[src/rtl/dmem_slot_arbiter_pkg.sv]
// Shared pipeline definitions: data-memory arbiter states,
// exception vector and cause codes for the Cause register.
package pipeline_pkg;

    typedef enum logic [1:0] {
        IDLE  = 2'd0,
        WAIT0 = 2'd1,
        WAIT1 = 2'd2,
        ERR   = 2'd3
    } arb_state_t;

    localparam logic [31:0] EXC_VECTOR         = 32'd60;
    localparam logic [4:0]  CAUSE_MISALIGN     = 5'd4;
    localparam logic [4:0]  CAUSE_DMEM_TIMEOUT = 5'd5;

    function automatic logic misaligned(input logic [1:0] lo);
        return lo != 2'b00;
    endfunction

endpackage

[src/rtl/dmem_slot_arbiter_if.sv]
// Single-port data memory bus with a ready handshake.
interface dmem_slot_arbiter_if #(
    parameter int ADDR_W = 32,
    parameter int DATA_W = 32
);
    logic              req;
    logic              we;
    logic [ADDR_W-1:0] addr;
    logic [DATA_W-1:0] wdata;
    logic [DATA_W-1:0] rdata;
    logic              ready;

    modport master (
        output req, we, addr, wdata,
        input  rdata, ready
    );

    modport slave (
        input  req, we, addr, wdata,
        output rdata, ready
    );
endinterface

[src/rtl/dmem_slot_arbiter_wait_timer.sv]
// Counts consecutive unanswered memory cycles; expired flags
// the last permitted wait cycle of an access.
module dmem_wait_timer #(
    parameter int TIMEOUT = 16
) (
    input  logic clk,
    input  logic reset,
    input  logic clr,
    input  logic en,
    output logic expired
);
    localparam int CW = (TIMEOUT > 2) ? $clog2(TIMEOUT) : 1;

    logic [CW-1:0] cnt;

    always_ff @(posedge clk or negedge reset) begin
        if (!reset)
            cnt <= '0;
        else if (clr)
            cnt <= '0;
        else if (en)
            cnt <= cnt + 1'b1;
    end

    assign expired = en && (cnt == CW'(TIMEOUT - 1));
endmodule

[src/rtl/dmem_slot_arbiter.sv]
// Serves the two VLIW slots' loads/stores on the single-port
// data memory in program order, stalling until the bundle is done.
module dmem_slot_arbiter
    import pipeline_pkg::*;
#(
    parameter int ADDR_W  = 32,
    parameter int DATA_W  = 32,
    parameter int TIMEOUT = 16
) (
    input  logic              clk,
    input  logic              reset,
    input  logic              flush,
    input  logic              s0_req,
    input  logic              s0_we,
    input  logic [ADDR_W-1:0] s0_addr,
    input  logic [DATA_W-1:0] s0_wdata,
    input  logic              s1_req,
    input  logic              s1_we,
    input  logic [ADDR_W-1:0] s1_addr,
    input  logic [DATA_W-1:0] s1_wdata,
    output logic [DATA_W-1:0] s0_rdata,
    output logic [DATA_W-1:0] s1_rdata,
    output logic              s0_done,
    output logic              s1_done,
    output logic              stall,
    output logic              bus_err,
    output logic              err_slot,
    dmem_slot_arbiter_if.master mem
);
    arb_state_t        state, state_nx;
    logic              sel0, sel1, act, mis, go, hit;
    logic              wait_en, wait_clr, tmo;
    logic [DATA_W-1:0] r0, r1;

    always_comb begin
        sel0 = 1'b0;
        sel1 = 1'b0;
        case (state)
            IDLE: begin
                sel0 = s0_req;
                sel1 = !s0_req && s1_req;
            end
            WAIT0:   sel0 = 1'b1;
            WAIT1:   sel1 = 1'b1;
            default: ;
        endcase
    end

    assign act = reset && (sel0 || sel1);
    assign mis = act && (sel0 ? misaligned(s0_addr[1:0])
                              : misaligned(s1_addr[1:0]));
    assign go  = act && !mis && !flush;
    assign hit = go && mem.ready;

    assign mem.req   = go;
    assign mem.we    = sel0 ? s0_we    : s1_we;
    assign mem.addr  = sel0 ? s0_addr  : s1_addr;
    assign mem.wdata = sel0 ? s0_wdata : s1_wdata;

    assign s0_done  = hit && sel0;
    assign s1_done  = hit && sel1;
    assign s0_rdata = s0_done ? mem.rdata : r0;
    assign s1_rdata = s1_done ? mem.rdata : r1;

    // The pipeline advances in the cycle the last needed access completes
    assign stall   = act && !flush && !(s0_done && !s1_req) && !s1_done;
    assign bus_err = reset && (state == ERR);

    assign wait_en  = go && !mem.ready;
    assign wait_clr = !wait_en;

    dmem_wait_timer #(.TIMEOUT(TIMEOUT)) u_timer (
        .clk     (clk),
        .reset   (reset),
        .clr     (wait_clr),
        .en      (wait_en),
        .expired (tmo)
    );

    always_comb begin
        state_nx = state;
        if (flush || state == ERR)
            state_nx = IDLE;
        else if (mis)
            state_nx = ERR;
        else if (hit)
            state_nx = (s0_done && s1_req) ? WAIT1 : IDLE;
        else if (tmo)
            state_nx = ERR;
        else if (go)
            state_nx = sel0 ? WAIT0 : WAIT1;
        else
            state_nx = IDLE;
    end

    always_ff @(posedge clk or negedge reset) begin
        if (!reset) begin
            state    <= IDLE;
            r0       <= '0;
            r1       <= '0;
            err_slot <= 1'b0;
        end else begin
            state <= state_nx;
            if (s0_done)
                r0 <= mem.rdata;
            if (s1_done)
                r1 <= mem.rdata;
            if (!flush && state != ERR && (mis || tmo))
                err_slot <= sel1;
        end
    end
endmodule

[src/flat_wrapper.sv]
// flat-port wrapper written by rule: the top's interface ports become plain ports
module dmem_slot_arbiter_flat import pipeline_pkg::*;
#(
    parameter int ADDR_W  = 32,
    parameter int DATA_W  = 32,
    parameter int TIMEOUT = 16
)
  (clk, reset, flush, s0_req, s0_we, s0_addr, s0_wdata, s1_req, s1_we, s1_addr, s1_wdata, s0_rdata, s1_rdata, s0_done, s1_done, stall, bus_err, err_slot, mem_req, mem_we, mem_addr, mem_wdata, mem_rdata, mem_ready);
  dmem_slot_arbiter_if #(.ADDR_W(ADDR_W), .DATA_W(DATA_W)) mem_i ();
  input  logic clk;
  input  logic reset;
  input  logic flush;
  input  logic s0_req;
  input  logic s0_we;
  input  logic [ADDR_W-1:0] s0_addr;
  input  logic [DATA_W-1:0] s0_wdata;
  input  logic s1_req;
  input  logic s1_we;
  input  logic [ADDR_W-1:0] s1_addr;
  input  logic [DATA_W-1:0] s1_wdata;
  output logic [DATA_W-1:0] s0_rdata;
  output logic [DATA_W-1:0] s1_rdata;
  output logic s0_done;
  output logic s1_done;
  output logic stall;
  output logic bus_err;
  output logic err_slot;
  output wire logic [$bits(mem_i.req)-1:0] mem_req;
  output wire logic [$bits(mem_i.we)-1:0] mem_we;
  output wire logic [$bits(mem_i.addr)-1:0] mem_addr;
  output wire logic [$bits(mem_i.wdata)-1:0] mem_wdata;
  input wire logic [$bits(mem_i.rdata)-1:0] mem_rdata;
  input wire logic [$bits(mem_i.ready)-1:0] mem_ready;
  assign mem_req = mem_i.req;
  assign mem_we = mem_i.we;
  assign mem_addr = mem_i.addr;
  assign mem_wdata = mem_i.wdata;
  assign mem_i.rdata = mem_rdata;
  assign mem_i.ready = mem_ready;
  dmem_slot_arbiter #(.ADDR_W(ADDR_W), .DATA_W(DATA_W), .TIMEOUT(TIMEOUT)) u_core (.clk(clk), .reset(reset), .flush(flush), .s0_req(s0_req), .s0_we(s0_we), .s0_addr(s0_addr), .s0_wdata(s0_wdata), .s1_req(s1_req), .s1_we(s1_we), .s1_addr(s1_addr), .s1_wdata(s1_wdata), .s0_rdata(s0_rdata), .s1_rdata(s1_rdata), .s0_done(s0_done), .s1_done(s1_done), .stall(stall), .bus_err(bus_err), .err_slot(err_slot), .mem(mem_i));
endmodule
[config.mk]
export PLATFORM = sky130hd
export DESIGN_NAME = dmem_slot_arbiter_flat
export DESIGN_NICKNAME = d
export VERILOG_FILES = /design/src/rtl/dmem_slot_arbiter_pkg.sv /design/src/rtl/dmem_slot_arbiter_if.sv /design/src/rtl/dmem_slot_arbiter_wait_timer.sv /design/src/rtl/dmem_slot_arbiter.sv /design/src/flat_wrapper.sv
export SDC_FILE = /design/constraint.sdc
export NUM_CORES = 1
export LEC_CHECK = 0
export BUFFER_PORTS_ARGS = -buffer_cell sky130_fd_sc_hd__buf_2
export CAP_MARGIN = 0
export CELL_PAD_IN_SITES_DETAIL_PLACEMENT = 1
export CELL_PAD_IN_SITES_GLOBAL_PLACEMENT = 1
export CORE_MARGIN = 2
export CORE_UTILIZATION = 25
export CTS_CLUSTER_SIZE = 40
export DETAILED_ROUTE_END_ITERATION = 7
export GPL_ROUTABILITY_DRIVEN = 1
export PLACE_DENSITY_LB_ADDON = 0.2
export SLEW_MARGIN = 20
export SYNTH_ARGS = -nofsm -noshare
export SYNTH_HDL_FRONTEND = slang
export SYNTH_SLANG_ARGS = --single-unit
[constraint.sdc]
create_clock -name clk -period 1.8 [get_ports clk]
set_input_delay 0.09 -clock clk [delete_from_list [all_inputs] [get_ports clk]]
set_output_delay 0.09 -clock clk [all_outputs]
set_load 0.02 [all_outputs]
==> flow_metrics.env, run 1 <==
export IMPL_highest_layer="met5"
export IMPL_end_kind="primary output"
export IMPL_cts_tree="yes"
export IMPL_fillCellCount=1505
export IMPL_synth_edf_count=0
export IMPL_core_area_um2=13900
export IMPL_hold_class="input pin to flop"
export IMPL_cp_data_required_time_ns=1.71
export IMPL_vias=3562
export IMPL_route_met3_wl_um=1210
export IMPL_routabilityCongestion=0.800
export IMPL_start_util=0.257
export IMPL_fmax_mhz=457
export IMPL_hold_violations=0
export IMPL_startpoint_type="flop"
export IMPL_avgSynthCellArea_um2=14.3
export IMPL_grt_pass1_wl_um=21400
export IMPL_tightest_slew_ns=0.910
export IMPL_rsz0062_at_grt="true"
export IMPL_maxSlewViolCount=0
export IMPL_placed_cell_area_um2=5500
export IMPL_async_flop_share=1.00
export IMPL_setup_viol=144
export IMPL_fp_dieW_um=124
export IMPL_synth_top_area_share=0.497
export IMPL_wl_met2_um=9230
export IMPL_drc=0
export IMPL_clk_pin_slew_ns=0.06
export IMPL_route_detailed_wl_per_inst_um=21.0
export IMPL_postLayoutSetupSlackWorst_ns=-0.388
export IMPL_yosysUniqueCellTypes=32
export IMPL_maxCapViolations=0
export IMPL_synth_nets=419
export IMPL_period_needed_ns=2.19
export IMPL_path_class="flop to primary output"
export IMPL_synth_seq_cells=71
export IMPL_finalClockSkew_ns=0.00926
export IMPL_die_area_um2=15300
export IMPL_drt_total_wl_um=16700
export IMPL_syn_area_um2=3580
export IMPL_synthFlopType="dfrtp_1"
export IMPL_post_dp_hpwl_um=11100
export IMPL_root_buffer="clkbuf_16"
export IMPL_dpl_worst_slack_ns=-0.189
export IMPL_grt_use_total=0.192
export IMPL_syn2layout_area_growth_pct=103
export IMPL_ios=303
export IMPL_synth_seq_area_share=0.497
export IMPL_clock_latency_ns=0.33
export IMPL_ys_warnings_count=0
export IMPL_wl_met1_um=6120
export IMPL_finish_utilization=0.521
export IMPL_failed_checks="setup timing"
export IMPL_clock_sinks=71
export IMPL_path_max_fanout=7
export IMPL_ir_drop_mv=0.396
export IMPL_grt_pass1_vias=3726
export IMPL_maxSlewHeadroom=0.393
export IMPL_cp_arrival_ns=2.10
export IMPL_num_nets_final=779
export IMPL_fin_area_um2=7260
export IMPL_die_h_um=124
export IMPL_grt_antenna_before_repair=3
export IMPL_initialDrtViolationCount=72
export IMPL_first_pass_iters=5
export IMPL_row_count=43
export IMPL_numCtsBuffers=9
export IMPL_via_per_inst=4.47
export IMPL_cts_buffer_depth=2
export IMPL_cellPowerDensity_nw_per_um2=976
export IMPL_gr_total_overflow=0
export IMPL_cts_htree_levels=3
export IMPL_portBuffers=302
export IMPL_synth_area_leaders="dfrtp_1 (50%), mux2_2 (40%), nor2_1 (0.94%)"
export IMPL_yosysTopAreaCell="dfrtp_1"
export IMPL_netlist_instances=250
export IMPL_grt_max_degree=73
export IMPL_finalCritPeriodShare=1.22
export IMPL_run_status="finished, violations left"
export IMPL_drive_gt1_frac=0.847
export IMPL_p_leak_nw=3.71
export IMPL_antenna_left=0
==> placed cells by master, fill, tap and decap left out, types with 2 or more instances in the layout <==
master and n:
buf_2 218, buf_6 89, mux2_4 74, dfrtp_1 70, mux2_2 55, buf_4 29, clkbuf_16 13, buf_16 11
buf_12 7, nor2_1 6, buf_8 4, diode_2 2, nor2_4 2, nand2b_1 2, nor3_4 2, and3_1 2
nand2_1 2, clkinvlp_4 2, clkinv_2 2
==> routing by layer <==
metal,GRT usage,up-vias
met1,0.214,1744
met4,0.0412,2
met5,0,-
met3,0.0627,13
li1,-,1634
met2,0.353,169
==> final cells by class <==
class / instances / area [um^2] / share of cell area
clock inverter: 5 / 33.8 / 0.00466
tap: 180 / 225 / 0.0310
antenna: 2 / 5.00 / 0.000690
multi-input combinational: 165 / 2050 / 0.283
inverter: 1 / 3.75 / 0.000517
clock buffer: 11 / 243 / 0.0334
timing repair buffer: 362 / 2910 / 0.402
sequential: 71 / 1780 / 0.245
==> stage by stage <==
step | cells | total power, mW | hold slack (ns) | TNS (ns)
final | 797 | 7.08 | 0.0192 | -36.99
after detailed placement | 733 | 4.39 | 0.353 | -5.80
after floorplan | 250 | 3.50 | -0.206 | -2.88
after CTS | 774 | 6.62 | 0.00718 | -36.52
after global routing | 796 | 7.41 | 0.0113 | -45.83
after global placement | 733 | 4.34 | 0.348 | -3.35
==> final timing paths <==
| check | start | endpoint | slack [ns] | cells past startpoint |
|---|---|---|---|---|
| max | u_core.state[1]$_DFF_PN0_ | s1_rdata[31] | -0.39 | 7 |
| max in group asynchronous | reset | u_core.state[0]$_DFF_PN0_ | 1.15 | 2 |
| min in group asynchronous | reset | u_core.r0[1]$_DFF_PN0_ | 0.03 | 2 |
| min | mem_rdata[7] | u_core.r1[7]$_DFF_PN0_ | 0.02 | 2 |
| max reg2reg | u_core.state[0]$_DFF_PN0_ | u_core.u_timer.cnt[0]$_DFF_PN0_ | -0.08 | 6 |
| min reg2reg | u_core.u_timer.cnt[0]$_DFF_PN0_ | u_core.u_timer.cnt[0]$_DFF_PN0_ | 0.48 | 1 |
==> flip-flops by register name, summed over array words and instances (netlist names) <==
name,cells
u_core.state,2
u_core.err_slot,1
u_core.u_timer.cnt,4
u_core.r1,32
u_core.r0,32
==> Yosys cell counts (2+ instances only) <==
cell type,n
and3_1,2
buf_2,3
buf_4,3
buf_6,3
clkbuf_1,4
dfrtp_1,71
mux2_1,2
mux2_2,127
nand2_1,2
nand2b_1,2
nor2_1,9
nor2b_1,2
==> cell families (layout without fill, tap and decap cells) <==
family | count (synthesis) | after routing | share of synthesized area
compound gates | 7 | 7 | 0.0154
xor+xnor | 2 | 2 | 0.00490
fa+ha+maj | 1 | 1 | 0.00350
buf+inv | 14 | 379 | 0.0252
flops | 71 | 71 | 0.497
mux | 130 | 130 | 0.410
other cells | 0 | 2 | 0
simple gates | 25 | 25 | 0.0441
==> power breakdown <==
part | internal (mW) | total, mW | leakage [nW] | switching (mW)
Sequential | 1.93 | 2.05 | 0.924 | 0.116
Combinational | 1.84 | 3.39 | 2.65 | 1.55
Clock | 0.967 | 1.64 | 0.132 | 0.672
==> critical path, cell delays in order (launching register included) <==
cell      delay [ns]
dfrtp_1         0.38
o21bai_4        0.19
mux2i_4         0.20
nor3_4          0.17
buf_12          0.18
buf_12          0.14
mux2_2          0.34
buf_2           0.16
==> what timing repair did <==
| item | CTS | global route |
|---|---|---|
| endpoints found under the setup margin | 163 | 149 |
| gates cloned | 10 | 5 |
| buffers inserted | 15 | 18 |
| pin swaps | 3 | 9 |
| hold buffers | 0 | 0 |
| resized for setup | 125 | 133 |
Power figures use the tool's default switching activity.
==> inputs of run 2 (changes only) <==
CORE_UTILIZATION = 26   (was 25)
SYNTH_HIERARCHICAL = 1   (was unset)
==> run 2 against run 1 <==
The run still ends with setup timing left; global-route usage increased by 1.2 points; sequential cell count unchanged; synthesized area increased by 4.4%; sequential share of layout area decreased by 1.6 points; clock power increased by 17%; die area increased by 0.34%; via count increased by 5.6%; first-iteration DRC count increased by 110%; final area increased by 6.9%; critical path type unchanged; critical endpoint is now s0_rdata[16]; largest cell class unchanged.
==> flow_metrics.env, run 2 <==
export IMPL_critPathLaunch="u_core/state[0]$_DFF_PN0_"
export IMPL_avgSynthCellArea_um2=14.2
export IMPL_maxSlewViolCount=0
export IMPL_yosys_top_cells_count="mux2_2 (123), dfrtp_1 (71), nor2_1 (8)"
export IMPL_yosysTopAreaCell="dfrtp_1"
export IMPL_p_leak_nw=4.02
export IMPL_grt_use_met3=0.0591
export IMPL_end_kind="primary output"
export IMPL_instances_no_fill=820
export IMPL_via_per_inst=4.59
export IMPL_syn2layout_area_growth_pct=108
export IMPL_placed_cell_area_um2=5610
export IMPL_path_max_fanout=7
export IMPL_cp_data_required_time_ns=1.71
export IMPL_ios=303
export IMPL_mostFrequentLayoutCell="buf_2"
export IMPL_grt_use_met1=0.256
export IMPL_cts_tree="yes"
export IMPL_grt_max_degree=69
export IMPL_postLayoutSetupSlackWorst_ns=-0.644
export IMPL_maxSlewHeadroom=0.436
export IMPL_vias=3762
export IMPL_top_regs="u_core/r0 x32, u_core/r1 x32, u_core/u_timer/cnt x4"
export IMPL_synth_nets=431
export IMPL_startpoint_type="flop"
export IMPL_hold_violations=0
export IMPL_portBuffers=302
export IMPL_drc=0
export IMPL_grt_most_used_layer="met2"
export IMPL_clk_pin_slew_ns=0.06
export IMPL_path_class="flop to primary output"
export IMPL_synth_most_common_cell="mux2_2"
export IMPL_fin_area_um2=7760
export IMPL_row_count=43
export IMPL_grt_pass1_vias=3961
export IMPL_synth_area_leaders="dfrtp_1 (48%), mux2_2 (37%), buf_6 (2.1%)"
export IMPL_period_needed_ns=2.44
export IMPL_failed_checks="setup timing"
export IMPL_regToRegStartpoint="u_core/state[1]$_DFF_PN0_"
export IMPL_pwr_share_clk=0.256
export IMPL_hold_path_startpoint="flush"
export IMPL_synthFlopType="dfrtp_1"
export IMPL_clock_latency_ns=0.33
export IMPL_routabilityCongestion=0.760
export IMPL_rsz0062_at_grt="true"
export IMPL_tightest_slew_ns=0.845
export IMPL_cellPowerDensity_nw_per_um2=970
export IMPL_ys_warnings_count=6
export IMPL_fmax_mhz=409
export IMPL_post_dp_hpwl_um=11500
export IMPL_maxCapViolations=0
export IMPL_num_nets_final=804
export IMPL_numCtsBuffers=9
export IMPL_start_util=0.268
export IMPL_die_area_um2=15300
export IMPL_drive_gt1_frac=0.848
export IMPL_ir_drop_mv=0.451
export IMPL_grt_pass1_wl_um=23200
export IMPL_first_pass_iters=4
export IMPL_holdWs_ns=0.0236
export IMPL_async_flop_share=1.00
export IMPL_finalCritPeriodShare=1.36
export IMPL_yosysUniqueCellTypes=38
export IMPL_num_antenna_cells=0
export IMPL_grt_antenna_before_repair=3
export IMPL_drt_total_wl_um=17700
export IMPL_synth_seq_area_share=0.476
export IMPL_synth_top_area_share=0.476
export IMPL_dp_cells=751
export IMPL_netlist_instances=262
export IMPL_grt_use_total=0.203
export IMPL_p_sw_frac=0.321
export IMPL_hold_class="input pin to flop"
export IMPL_mostFrequentLayoutCells="buf_2 (196), buf_6 (120), mux2_4 (73)"
export IMPL_core_area_um2=13900
export IMPL_cp_arrival_ns=2.35
export IMPL_grt_util_met2=0.348
export IMPL_gr_total_overflow=0
export IMPL_run_status="finished, violations left"
export IMPL_cts_htree_levels=3
export IMPL_synth_seq_cells=71
export IMPL_antenna_left=0
export IMPL_synth_edf_count=0
export IMPL_p_sw_mw=2.41
export IMPL_setup_viol=204
export IMPL_route_detailed_wl_per_inst_um=21.6
export IMPL_cts_buffer_depth=2
export IMPL_finalClockSkew_ns=0.00614
export IMPL_p_int_mw=5.12
export IMPL_clock_sinks=71
export IMPL_die_h_um=124
export IMPL_p_comb_frac=0.475
export IMPL_initialDrtViolationCount=149
export IMPL_p_seq_frac=0.269
export IMPL_root_buffer="clkbuf_16"
export IMPL_fp_dieW_um=124
export IMPL_syn_area_um2=3730
-- run 2: cell count changes after synthesis, moves of 2 or more --
cell and delta:
buf_6 +4, mux2i_1 +2, nand2_1 -2, nand4_4 +2
mux2_2 -4, o21a_1 +2, mux2_1 +4, a21o_1 +2
buf_4 -3
-- run 2: cell families (layout without fill, tap and decap cells) --
family,after synthesis,after routing,synth area share
AO/OA/AOI/OAI,14,14,0.0305
XOR/XNOR,1,1,0.00235
adder cells (fa/ha/maj),1,1,0.00335
buffers and inverters,16,394,0.0315
flip-flops,71,71,0.476
multiplexers,132,132,0.399
AND/OR/NAND/NOR,27,27,0.0577
-- run 2: final cells by class --
type | instances | area, um^2
Multi-Input combinational cell | 175 | 2210
Inverter | 2 | 7.51
Clock buffer | 11 | 243
Tap cell | 180 | 225
Sequential cell | 71 | 1780
Fill cell | 1468 | 6170
Clock inverter | 5 | 81.3
Timing Repair Buffer | 376 | 3210
-- run 2: power groups by stage --
stage	logic, mW	clock network (mW)	registers (mW)
floorplan	1.43	0	2.01
global placement	2.29	0	2.02
detailed placement	2.33	0	2.04
CTS	3.13	1.97	2.02
global route	3.76	2.04	2.06
finish	3.58	1.92	2.03
-- run 2: path summary, 6_finish.rpt --
| path | to | slack [ns] | depth (start not counted) |
|---|---|---|---|
| setup / recovery | s0_rdata[16] | -0.64 | 7 |
| hold / removal | u_core/err_slot$_DFFE_PN0P_ | 0.02 | 2 |
| setup reg to reg | u_core/err_slot$_DFFE_PN0P_ | -0.43 | 10 |
| hold reg to reg | u_core/r0[5]$_DFF_PN0_ | 0.48 | 1 |
| max in group asynchronous | u_core/state[0]$_DFF_PN0_ | 1.16 | 2 |
| min in group asynchronous | u_core/r0[27]$_DFF_PN0_ | 0.06 | 2 |
-- run 2: timing repair --
action	in CTS	in global routing
endpoints found under the hold margin	4	0
pin swaps	4	8
setup buffers	20	20
cloned	12	4
setup endpoints to repair	202	203
gates resized for setup	220	123
hold buffers	1	0
-- run 2: through the flow --
stage | utilization | setup slack, ns | TNS, ns | power [mW]
floorplan | - | -0.380 | -15.39 | 3.45
global placement | 0.402 | -0.300 | -25.22 | 4.31
detailed placement | 0.402 | -0.311 | -27.16 | 4.38
CTS | 0.514 | -0.598 | -70.20 | 7.12
global route | 0.557 | -0.730 | -88.81 | 7.86
finish | 0.557 | -0.644 | -74.60 | 7.53
-- run 2: critical path, stage by stage, from the launching register on --
cell	delay, ns
dfrtp_2	0.47
a21oi_4	0.23
nand4_4	0.17
nor4_4	0.26
buf_6	0.19
clkbuf_16	0.18
mux2_2	0.35
buf_4	0.16
-- run 2: layer usage --
layer  vias to the layer above  wire length [um]
met5                         -                22
met4                         4               218
met3                        21              1230
met2                       145              9170
met1                      1889              7090
li1                       1703                 -
